$ cat src/rtl/alu_arbiter2.sv
// Two-requester round-robin arbiter in front of a 4-bit ALU, one operation outstanding.
// Optional accepted-operation counters are enabled by defining ALU_ARB_STATS_EN.
module alu_arbiter2 (
  input  logic       clk,
  input  logic       rst,
  input  logic       req0_valid,
  output logic       req0_ready,
  input  logic [3:0] req0_a,
  input  logic [3:0] req0_b,
  input  logic [2:0] req0_op,
  input  logic       req1_valid,
  output logic       req1_ready,
  input  logic [3:0] req1_a,
  input  logic [3:0] req1_b,
  input  logic [2:0] req1_op,
  output logic       rsp0_valid,
  output logic [3:0] rsp0_result,
  output logic       rsp0_zero,
  input  logic       rsp0_ready,
  output logic       rsp1_valid,
  output logic [3:0] rsp1_result,
  output logic       rsp1_zero,
  input  logic       rsp1_ready,
  output logic [7:0] grant_cnt0,
  output logic [7:0] grant_cnt1
);

  localparam logic S_IDLE = 1'b0;
  localparam logic S_RESP = 1'b1;

  function automatic logic [3:0] alu_f(input logic [3:0] a, input logic [3:0] b,
                                       input logic [2:0] op);
    logic [3:0] res;
    case (op)
      3'b000:  res = a & b;
      3'b001:  res = a | b;
      3'b010:  res = a + b;
      3'b011:  res = a - b;
      3'b100:  res = ~a;
      default: res = 4'd0;
    endcase
    return res;
  endfunction

  logic       r_state;
  logic       w_state_nxt;
  logic       r_ptr;
  logic       r_owner;
  logic [3:0] r_result0;
  logic [3:0] r_result1;
  logic       w_grant0;
  logic       w_grant1;
  logic       w_rsp_done;
  logic [3:0] w_alu0;
  logic [3:0] w_alu1;

  assign w_alu0 = alu_f(req0_a, req0_b, req0_op);
  assign w_alu1 = alu_f(req1_a, req1_b, req1_op);

  // Grant: a lone valid requester wins outright; a tie goes to the pointer.
  always_comb begin
    w_grant0 = 1'b0;
    w_grant1 = 1'b0;
    if (r_state == S_IDLE) begin
      w_grant0 = req0_valid & (~req1_valid | (r_ptr == 1'b0));
      w_grant1 = req1_valid & (~req0_valid | (r_ptr == 1'b1));
    end else begin
      w_grant0 = 1'b0;
      w_grant1 = 1'b0;
    end
  end

  // Only the owner's consume completes the response; the other rsp_ready is ignored.
  assign w_rsp_done = (r_owner == 1'b0) ? rsp0_ready : rsp1_ready;

  // State register.
  always_ff @(posedge clk) begin
    if (rst) begin
      r_state <= S_IDLE;
    end else begin
      r_state <= w_state_nxt;
    end
  end

  // Next-state logic.
  always_comb begin
    w_state_nxt = r_state;
    case (r_state)
      S_IDLE: begin
        if (w_grant0 | w_grant1) w_state_nxt = S_RESP;
        else                     w_state_nxt = S_IDLE;
      end
      S_RESP: begin
        if (w_rsp_done) w_state_nxt = S_IDLE;
        else            w_state_nxt = S_RESP;
      end
      default: w_state_nxt = S_IDLE;
    endcase
  end

  // Latch result, owner and rotate pointer on acceptance.
  always_ff @(posedge clk) begin
    if (rst) begin
      r_ptr     <= 1'b0;
      r_owner   <= 1'b0;
      r_result0 <= 4'd0;
      r_result1 <= 4'd0;
    end else if (w_grant0) begin
      r_ptr     <= 1'b1;
      r_owner   <= 1'b0;
      r_result0 <= w_alu0;
    end else if (w_grant1) begin
      r_ptr     <= 1'b0;
      r_owner   <= 1'b1;
      r_result1 <= w_alu1;
    end else begin
      r_ptr     <= r_ptr;
      r_owner   <= r_owner;
      r_result0 <= r_result0;
      r_result1 <= r_result1;
    end
  end

  // Output logic.
  always_comb begin
    req0_ready = w_grant0;
    req1_ready = w_grant1;
    rsp0_valid = (r_state == S_RESP) & (r_owner == 1'b0);
    rsp1_valid = (r_state == S_RESP) & (r_owner == 1'b1);
  end

  assign rsp0_result = r_result0;
  assign rsp1_result = r_result1;
  assign rsp0_zero   = (r_result0 == 4'd0);
  assign rsp1_zero   = (r_result1 == 4'd0);

`ifdef ALU_ARB_STATS_EN
  logic [7:0] r_cnt0;
  logic [7:0] r_cnt1;

  // Saturating per-requester acceptance counters.
  always_ff @(posedge clk) begin
    if (rst) begin
      r_cnt0 <= 8'd0;
      r_cnt1 <= 8'd0;
    end else begin
      if (w_grant0 && (r_cnt0 != 8'hFF)) r_cnt0 <= r_cnt0 + 8'd1;
      else                               r_cnt0 <= r_cnt0;
      if (w_grant1 && (r_cnt1 != 8'hFF)) r_cnt1 <= r_cnt1 + 8'd1;
      else                               r_cnt1 <= r_cnt1;
    end
  end

  assign grant_cnt0 = r_cnt0;
  assign grant_cnt1 = r_cnt1;
`else
  assign grant_cnt0 = 8'd0;
  assign grant_cnt1 = 8'd0;
`endif

endmodule

$ cat config.mk
export PLATFORM = sky130hd
export DESIGN_NAME = alu_arbiter2
export DESIGN_NICKNAME = d
export VERILOG_FILES = /design/src/rtl/alu_arbiter2.sv
export SDC_FILE = /design/constraint.sdc
export NUM_CORES = 1
export LEC_CHECK = 0
export BUFFER_PORTS_ARGS = -buffer_cell sky130_fd_sc_hd__buf_2
export CORE_ASPECT_RATIO = 1.4
export CORE_MARGIN = 3
export CORE_UTILIZATION = 45
export DETAILED_ROUTE_END_ITERATION = 8
export MAX_ROUTING_LAYER = met4
export PLACE_DENSITY = 0.74
export REMOVE_ABC_BUFFERS = 1
export SLEW_MARGIN = 20
export SYNTH_ARGS = -nofsm -noshare
export SYNTH_HDL_FRONTEND = slang
export SYNTH_SLANG_ARGS = --single-unit
$ cat constraint.sdc
create_clock -name clk -period 1.9 [get_ports clk]
set_clock_uncertainty 0.15 [all_clocks]
set_input_delay 0.095 -clock clk [delete_from_list [all_inputs] [get_ports clk]]
set_output_delay 0.095 -clock clk [all_outputs]
set_load 0.03 [all_outputs]
## After elaboration in Yosys (flattened, before gate mapping)

Cells that the tools add are included.

| cells by class | value |
|---|---|
| reductions and logical operators | 7 |
| divide/modulo/power cells | 0 |
| shift operators | 0 |
| multiply operators | 0 |
| add/sub/neg operators | 4 |
| $lt $le $gt $ge | 0 |
| bitwise operators | 19 |
| mux-type cells | 10 |
| equal/unequal tests | 8 |

Operator list:

| operator | number |
|---|---|
| $pmux W4 S5 | 2 |
| $eq A3 B2 Y1 const B | 4 |
| $add A4 B4 Y4 | 2 |
| $and A4 B4 Y4 | 2 |
| $logic_not A4 Y1 | 2 |
| $not A4 Y4 | 2 |
| $or A4 B4 Y4 | 2 |
| $sub A4 B4 Y4 | 2 |
| $mux W1 | 7 |
| $eq A3 B1 Y1 const B | 2 |
| $eq A3 B3 Y1 const B | 2 |
| $logic_not A3 Y1 | 2 |
| $not A1 Y1 | 6 |
| $and A1 B1 Y1 | 4 |
| $or A1 B1 Y1 | 3 |
| $pmux W1 S2 | 1 |
| $reduce_and A2 Y1 | 1 |
| $reduce_bool A2 Y1 | 1 |
| $reduce_or A2 Y1 | 1 |

| word-level totals | value |
|---|---|
| output and inout port bits | 30 |
| register bits after elaboration | 11 |
| logic and storage cells | 53 |
| latch bits | 0 |
| memory bits (read-only) | 0 |
| memories kept | 0 |
| input port bits | 28 |
| bits in writable memories | 0 |

## Longest topological paths before layout

Gate-level depths: netlist of run 1.

| depth | value |
|---|---|
| depth in word-level cells | 7 |
| depth in mapped cells | 10 |
| depth with buffers taken out | 10 |

## Worst setup path before layout of run 1

Ideal clock, no wire load.

| path | value |
|---|---|
| kind | input to register |
| start | input port req0_op[2] |
| end | register r_result0[3] (netlist: rsp0_result[3]) |
| slack | 137 ps |
| arrival time | 1,491 ps |
| data required time | 1,628 ps |
| buffers on the path | 1 |
| stages | 9 |
| setup time | 122 ps |
| cells stage by stage | buf_6 -> nand3b_1 -> o21ai_0 -> inv_1 -> ha_1 -> a21o_1 -> a21oi_1 -> xnor2_1 -> o21ai_1 |

| on the way | value |
|---|---|
| longest elaborated chain between the ends | 2 |
| elaborated cells between the ends (all ways) | 6 |
| those cells by class | 4 x eq/ne; 1 x mux; 1 x reduce/logical |

Ends and longest elaborated chain:

| element | line | RTL |
|---|---|---|
| start, declared | 10 | `input logic [2:0] req0_op,` |
| $eq A3 B3 Y1 (tied with other cells) | 34 | `case (op)` |
| $pmux W4 S5 (*) | 34 |  |
| end signal, assigned | 111 | `r_result0 <= w_alu0;` |
| end signal, assigned | 119 | `r_result0 <= r_result0;` |
| end, declared | 49 | `logic [3:0] r_result0;` |

Every way passes the cells marked *; elsewhere a longest branch is shown, timed or not.
A chain may end at the register's enable or synchronous reset.

## Worst setup path after layout of run 1

| path | value |
|---|---|
| start | input port req1_op[2] |
| end | register r_result1[1] (netlist: rsp1_result[1]) |

| on the way | value |
|---|---|
| longest elaborated chain between the ends | 2 |
| elaborated cells between the ends (all ways) | 6 |
| those cells by class | 4 x eq/ne; 1 x mux; 1 x reduce/logical |

Ends and longest elaborated chain:

| element | line | RTL |
|---|---|---|
| start, declared | 15 | `input logic [2:0] req1_op,` |
| $eq A3 B3 Y1 (tied with other cells) | 34 |  |
| $pmux W4 S5 (*) | 34 |  |
| end signal, assigned | 115 | `r_result1 <= w_alu1;` |
| end signal, assigned | 120 | `r_result1 <= r_result1;` |
| end, declared | 50 | `logic [3:0] r_result1;` |

Marked as above.

==> results of run 1 <==
==> Yosys cell counts, drive strengths merged <==
cell and n:
a211oi 1, a21o 2, a21oi 11, a221oi 2
a22o 3, a311oi 1, a32oi 1, and2 1
and3 3, buf 21, clkbuf 1, conb 1
dfxtp 11, fa 2, ha 12, inv 17
maj3 1, mux2 1, mux2i 3, nand2 8
nand2b 3, nand3b 2, nand4 1, nor2 13
nor2b 1, nor3 2, nor3b 1, nor4 2
o21a 2, o21ai 14, o22ai 6, o31ai 2
or3 1, xnor2 6, xor2 4
==> per-layer routing <==
layer,part of all wire,GRT usage,vias to the layer above
li1,-,-,635
met1,0.39,0.170,565
met2,0.54,0.306,35
met3,0.061,0.0258,2
met4,0.0038,0.0202,0
met5,0,-,-
==> cells in the final DEF, fill, tap and decap left out, types with 2 or more instances in the layout <==
cell           count
clkbuf_4           3
o21ai_0           13
and3_1             2
nand3b_1           2
nor3_1             2
buf_2             41
nand2_1            8
nor2_1            12
conb_1            16
a22o_1             3
dlygate4sd3_1      4
nor4_1             2
o31ai_1            2
inv_1             16
xor2_1             4
o22ai_1            6
o21a_1             2
nand2b_1           3
a221oi_1           2
mux2i_1            3
ha_1              12
buf_4             12
a21o_1             2
xnor2_1            6
fa_1               2
a21oi_1           11
dfxtp_1           11
==> kinds of logic (layout without fill, tap and decap cells) <==
logic type      count (synthesis)  in the layout  share of synthesized area
compound gates                 45             45                      0.223
xor+xnor                       10             10                     0.0692
fa+ha+maj                      15             15                      0.158
buf+inv                        39             78                      0.186
flops                          11             11                      0.174
mux                             4              4                     0.0326
other cells                     1             16                    0.00296
simple gates                   38             38                      0.154
==> worst max-delay path: stages <==
cell and delay, ns:
buf_2 0.11, nand3b_1 0.20, o21ai_0 0.31, fa_1 0.47
a221oi_1 0.33, o22ai_1 0.14, nor2_1 0.09
==> flip-flops by register name (all words and copies together) (netlist names) <==
| signal | flops |
|---|---|
| r_state | 1 |
| r_owner | 1 |
| rsp1_result | 4 |
| rsp0_result | 4 |
| r_ptr | 1 |
==> cell type report <==
cell class,instances,area share
timing repair buffer,57,0.215
tap,36,0.0289
clock buffer,4,0.0169
inverter,17,0.0410
sequential,11,0.141
multi-input combinational,128,0.556
==> how the worst max path moves through the flow <==
stage | from | endpoint | cells after the start
3_5_place_dp | req0_op[2] | rsp0_result[3]$_SDFFE_PP0P_ | 9
4_1_cts | req1_op[2] | rsp1_result[1]$_SDFFE_PP0P_ | 7
2_1_floorplan | req1_b[0] | rsp1_result[2]$_SDFFE_PP0P_ | 9
3_3_place_gp | req1_op[2] | rsp1_result[1]$_SDFFE_PP0P_ | 7
6_report | req1_op[2] | rsp1_result[1]$_SDFFE_PP0P_ | 7
5_1_grt | req1_b[0] | rsp1_result[2]$_SDFFE_PP0P_ | 10
==> power groups by stage <==
| stage | combinational (uW) | clock [uW] | sequential, uW |
|---|---|---|---|
| 3_3_place_gp | 391 | 0 | 263 |
| 3_5_place_dp | 395 | 0 | 264 |
| 6_report | 402 | 153 | 258 |
| 2_1_floorplan | 245 | 0 | 282 |
| 4_1_cts | 405 | 160 | 259 |
| 5_1_grt | 446 | 174 | 261 |
==> what timing repair did <==
item / in CTS / in global routing
hold endpoints to repair: 6 / 0
hold buffers: 4 / 0
setup endpoints to repair: 0 / 0
==> metrics by stage <==
stage / cells / worst slack, ns / total power (uW)
floorplan: 156 / 0.140 / 528
global placement: 245 / -0.0668 / 655
detailed placement: 245 / -0.0700 / 659
CTS: 253 / 0.204 / 823
global route: 253 / 0.0766 / 881
finish: 253 / 0.220 / 814
==> results.yml, run 1 <==
status:
  status: "finished with violations"
  violations: "negative hold slack"
timing:
  fin_hold_ws_ns: -0.00332
  rsz0062_at_grt: "false"
  hold_violations: 1
  fin_setup_tns_ns: 0
  max_freq_mhz: 595
  fin_crit_sh: 0.884
  fin_crit_ns: 1.68
  drv_slew: 0
  setup_viol: 0
floorplanning:
  fp.dieH_um: 68.7
  num_rows: 22
  core_area_um2: 2640
  io_pins: 58
  initial_utilization: 0.479
  die_x_um: 50.8
  fp.dieArea_um2: 3490
layout:
  layout-drive-gt1-share: 0.281
  fin_nets: 260
  multi_input_area_um2: 866
  design_area_um2: 1560
  final.fill_count: 268
  syn_to_final_growth_pct: 23.0
  seq_area_um2: 220
  n_antenna_cell: 0
  post-route-util: 0.589
yosys:
  yosysTopAreaCellShare: 0.174
  netlist_instances: 163
  ys_warn_count: 0
  synthDistinctLibCells: 41
  yosysTopAreaCell: "dfxtp_1"
  syn_area_um2: 1260
  syn_area_per_cell_um2: 7.76
  netlist_top_cells_area: "dfxtp_1 17%, ha_1 12%, buf_4 10%, o21ai_0 5.1%, inv_1 4.7%"
  ys_seq_elements: 11
  ys_seq_area_frac: 0.174
setup_path:
  worstPathArrival_ns: 1.73
  crit_path_max_fanout: 4
  start_kind: "input port"
  critical_path_class: "in -> reg"
  end_kind: "flip-flop"
  worstRegToRegCells: 4
  reg2reg_from: "r_state$_SDFF_PP0_"
  rrSetupSlack_ns: 0.42
  cp_data_required_time_ns: 1.95
  reg2reg_to: "r_ptr$_SDFFE_PP0P_"
drt:
  wl_per_cell_um: 10.5
  antenna_left: 0
  drtIter0Drc: 22
  vias: 1237
  viasPerCell: 4.89
  wirelength_mm: 2.66
  drc_errors: 0
  drtPass1Iterations: 4
cts:
  cts_buffers: 3
  ctsHtreeMaxLevel: 1
  cts_tree: "built"
  clock-sinks: 11
  cts-resized-gates: 0
  clk_latency_ns: 0.26
  clk_pin_slew_ns: 0.06
  clock_path_buffers: 2
  post_cts_buffers: 0
  cts_root_buffer: "clkbuf_4"
power_and_ir_drop:
  comb_power_share: 0.494
  p_leak_uw: 0.000805
  peakVddDrop_uv: 313
  p_sw_uw: 326
  swShare: 0.401
  powerDensity_nw_per_um2: 523
  p_clk_frac: 0.188
  p_int_uw: 488
  power.share.sequential: 0.317
place:
  placed_area_um2: 1490
  io_buffers: 41
  gp_congestion: 0.771
  hpwl_mm: 2.25
global_routing:
  first_global_vias: 1054
  grt_use_total: 0.157
  antenna_found_initial: 0
  gr-total-overflow: 0
  grt_max_degree: 11
  grt_first_pass_wirelength_mm: 4.24
hold_path:
  whs_path_depth: 4
  worstHoldPathType: "in -> reg"
  hold_end: "r_state$_SDFF_PP0_"
  worstHoldStart: "rsp1_ready"
flow_run:
  drv_cap: 0
Power figures use the tool's default switching activity.
==> run 2: changes to the inputs <==
--- a/config.mk
+++ b/config.mk
@@ -5,13 +5,14 @@
 export SDC_FILE = /design/constraint.sdc
 export NUM_CORES = 1
 export LEC_CHECK = 0
+export ABC_AREA = 1
 export BUFFER_PORTS_ARGS = -buffer_cell sky130_fd_sc_hd__buf_2
 export CORE_ASPECT_RATIO = 1.4
 export CORE_MARGIN = 3
-export CORE_UTILIZATION = 45
+export CORE_UTILIZATION = 42
 export DETAILED_ROUTE_END_ITERATION = 8
 export MAX_ROUTING_LAYER = met4
-export PLACE_DENSITY = 0.74
+export PLACE_DENSITY = 0.73
 export REMOVE_ABC_BUFFERS = 1
 export SLEW_MARGIN = 20
 export SYNTH_ARGS = -nofsm -noshare
==> constraint.sdc (replaced) <==
create_clock -name clk -period 1.4 [get_ports clk]
set_clock_uncertainty 0.15 [all_clocks]
set_input_delay 0.07 -clock clk [delete_from_list [all_inputs] [get_ports clk]]
set_output_delay 0.07 -clock clk [all_outputs]
set_load 0.03 [all_outputs]
==> run 2 against run 1 <==
The run ends with negative setup slack left. Register-to-register slack worse by 0.32 ns. Sequential share of layout area fell by 3.6 points. Sequential power is 36% higher. Largest power group unchanged.
==> results.yml, run 2 <==
power_and_ir_drop:
  powerDensity_nw_per_um2: 629
  p_leak_uw: 0.00112
  peakVddDrop_uv: 436
global_routing:
  grt_use_total: 0.212
  antenna_found_initial: 0
  grt_max_degree: 7
  first_global_vias: 1450
  grt_first_pass_wirelength_mm: 5.95
  gr-total-overflow: 0
layout:
  syn_to_final_growth_pct: 65.4
  final_cell_mix: "44 x buf_4, 38 x nand2_1, 31 x buf_2"
  multi_input_area_um2: 988
  n_antenna_cell: 0
  seq_area_um2: 220
  layout-drive-gt1-share: 0.435
  fin_nets: 328
  final.fill_count: 212
  final_common_cell: "buf_4"
cts:
  cts_tree: "built"
  clk_latency_ns: 0.26
  clk_pin_slew_ns: 0.07
  ctsHtreeMaxLevel: 1
  clock-sinks: 11
  cts_buffers: 3
  clock_path_buffers: 2
  cts_root_buffer: "clkbuf_4"
yosys:
  synthDistinctLibCells: 30
  async_reset_ff_frac: 0
  yosysTopAreaCellShare: 0.174
  syn_area_um2: 1260
  ys_seq_elements: 11
  synth_edf_count: 0
  syn_area_per_cell_um2: 6.58
  synth_common_cells: "42 x nand2_1, 28 x inv_1, 16 x buf_4"
  ys_warn_count: 0
  netlist_instances: 192
  yosysTopAreaCell: "dfxtp_1"
  netlist_top_cells_area: "dfxtp_1 17%, nand2_1 12%, ha_1 12%, buf_4 9.5%, inv_1 8.3%"
  synth_most_common_cell: "nand2_1"
  synth_ff_type: "dfxtp_1"
  ys_seq_area_frac: 0.174
timing:
  max_freq_mhz: 647
  fin_crit_sh: 1.10
  fin_crit_ns: 1.55
  setup_viol: 6
  setup_slack_ns: -0.146
  drv_slew: 0
  fin_hold_ws_ns: 0.0396
  rsz0062_at_grt: "true"
  hold_violations: 0
floorplanning:
  fp.dieArea_um2: 3710
  io_pins: 58
  num_rows: 22
  fp.dieH_um: 70.9
  core_area_um2: 2750
  die_x_um: 52.4
  initial_utilization: 0.459
drt:
  drtIter0Drc: 55
  viasPerCell: 4.98
  wl_per_cell_um: 13.4
  wirelength_mm: 4.32
  antenna_left: 0
  drc_errors: 0
  vias: 1599
  drtPass1Iterations: 7
setup_path:
  end_kind: "flip-flop"
  critical_path_class: "in -> reg"
  start_kind: "input port"
  worstPathArrival_ns: 1.56
  crit_path_max_fanout: 3
  cp_data_required_time_ns: 1.42
place:
  hpwl_mm: 2.72
  gp_congestion: 0.844
  pre_cts_ws_ns: -0.568
  io_buffers: 41
flow_run:
  drv_cap: 0
hold_path:
  worstHoldPathType: "in -> reg"
status:
  status: "finished with violations"
  violations: "negative setup slack"
-- run 2: final cells by class --
cell class,instances,share of cell area
Sequential cell,11,0.105
Inverter,30,0.0658
Tap cell,36,0.0215
Timing Repair Buffer,90,0.322
Clock buffer,4,0.0126
Multi-Input combinational cell,150,0.473
-- run 2: worst paths after layout --
path / depth (start not counted) / slack, ns / startpoint / to
worst min register to register: 2 / 0.34 / rsp0_result[1]$_SDFFE_PP0P_ / rsp0_result[1]$_SDFFE_PP0P_
worst max-delay path: 13 / -0.15 / req0_b[1] / rsp0_result[3]$_SDFFE_PP0P_
worst min-delay path: 4 / 0.04 / rsp1_ready / r_state$_SDFF_PP0_
worst max register to register: 6 / 0.10 / r_state$_SDFF_PP0_ / rsp1_result[0]$_SDFFE_PP0P_
-- run 2: cell families (layout without fill, tap and decap cells) --
family                     after synthesis  count (layout)  share of synthesized area
AOI/OAI and AO/OA                       41              41                      0.201
xor gates and xnor gates                 4               4                     0.0277
adders and majority gates               14              14                      0.150
buffers and inverters                   46             124                      0.184
DFF                                     11              11                      0.174
other                                    1              16                    0.00297
and+or+nand+nor                         75              75                      0.259
-- run 2: timing repair --
item / in CTS / in global routing
hold buffers: 2 / 1
endpoints found under the setup margin: 7 / 10
setup buffers: 10 / 5
gates resized for setup: 45 / 25
pin swaps: 32 / 31
endpoints found under the hold margin: 5 / 1
-- run 2: through the flow --
stage	power, uW	std cells	util	TNS, ns	instance area, um2
CTS	1220	315	0.709	-0.325	1950
detailed placement	924	299	0.611	-3.10	1680
global route	1400	321	0.760	-1.22	2090
floorplan	716	191	-	-2.13	1200
finish	1320	321	0.760	-0.740	2090
global placement	914	299	0.611	-2.84	1680
-- run 2: critical path: stages --
cell and delay, ns:
buf_8 0.08, inv_4 0.04, ha_4 0.14, a21oi_2 0.11, xor2_1 0.17, ha_1 0.29
a21oi_1 0.16, o21a_1 0.20, nand3_1 0.08, nand2_1 0.06, o21ai_1 0.06, nand2_1 0.06
nand2_1 0.04
-- run 2: where the power goes --
group | leakage [uW] | internal [uW] | switching, uW
Sequential | 0.0000898 | 333 | 16.9
Combinational | 0.00102 | 320 | 430
Clock | 0.0000150 | 110 | 105
-- run 2: per-layer routing --
metal  up-vias  wire [um]  global-route usage
met5         -          0                   -
met4         0        135               0.102
met3        16        220              0.0295
met2        72       2390               0.376
met1       719       1570               0.220
li1        792          -                   -
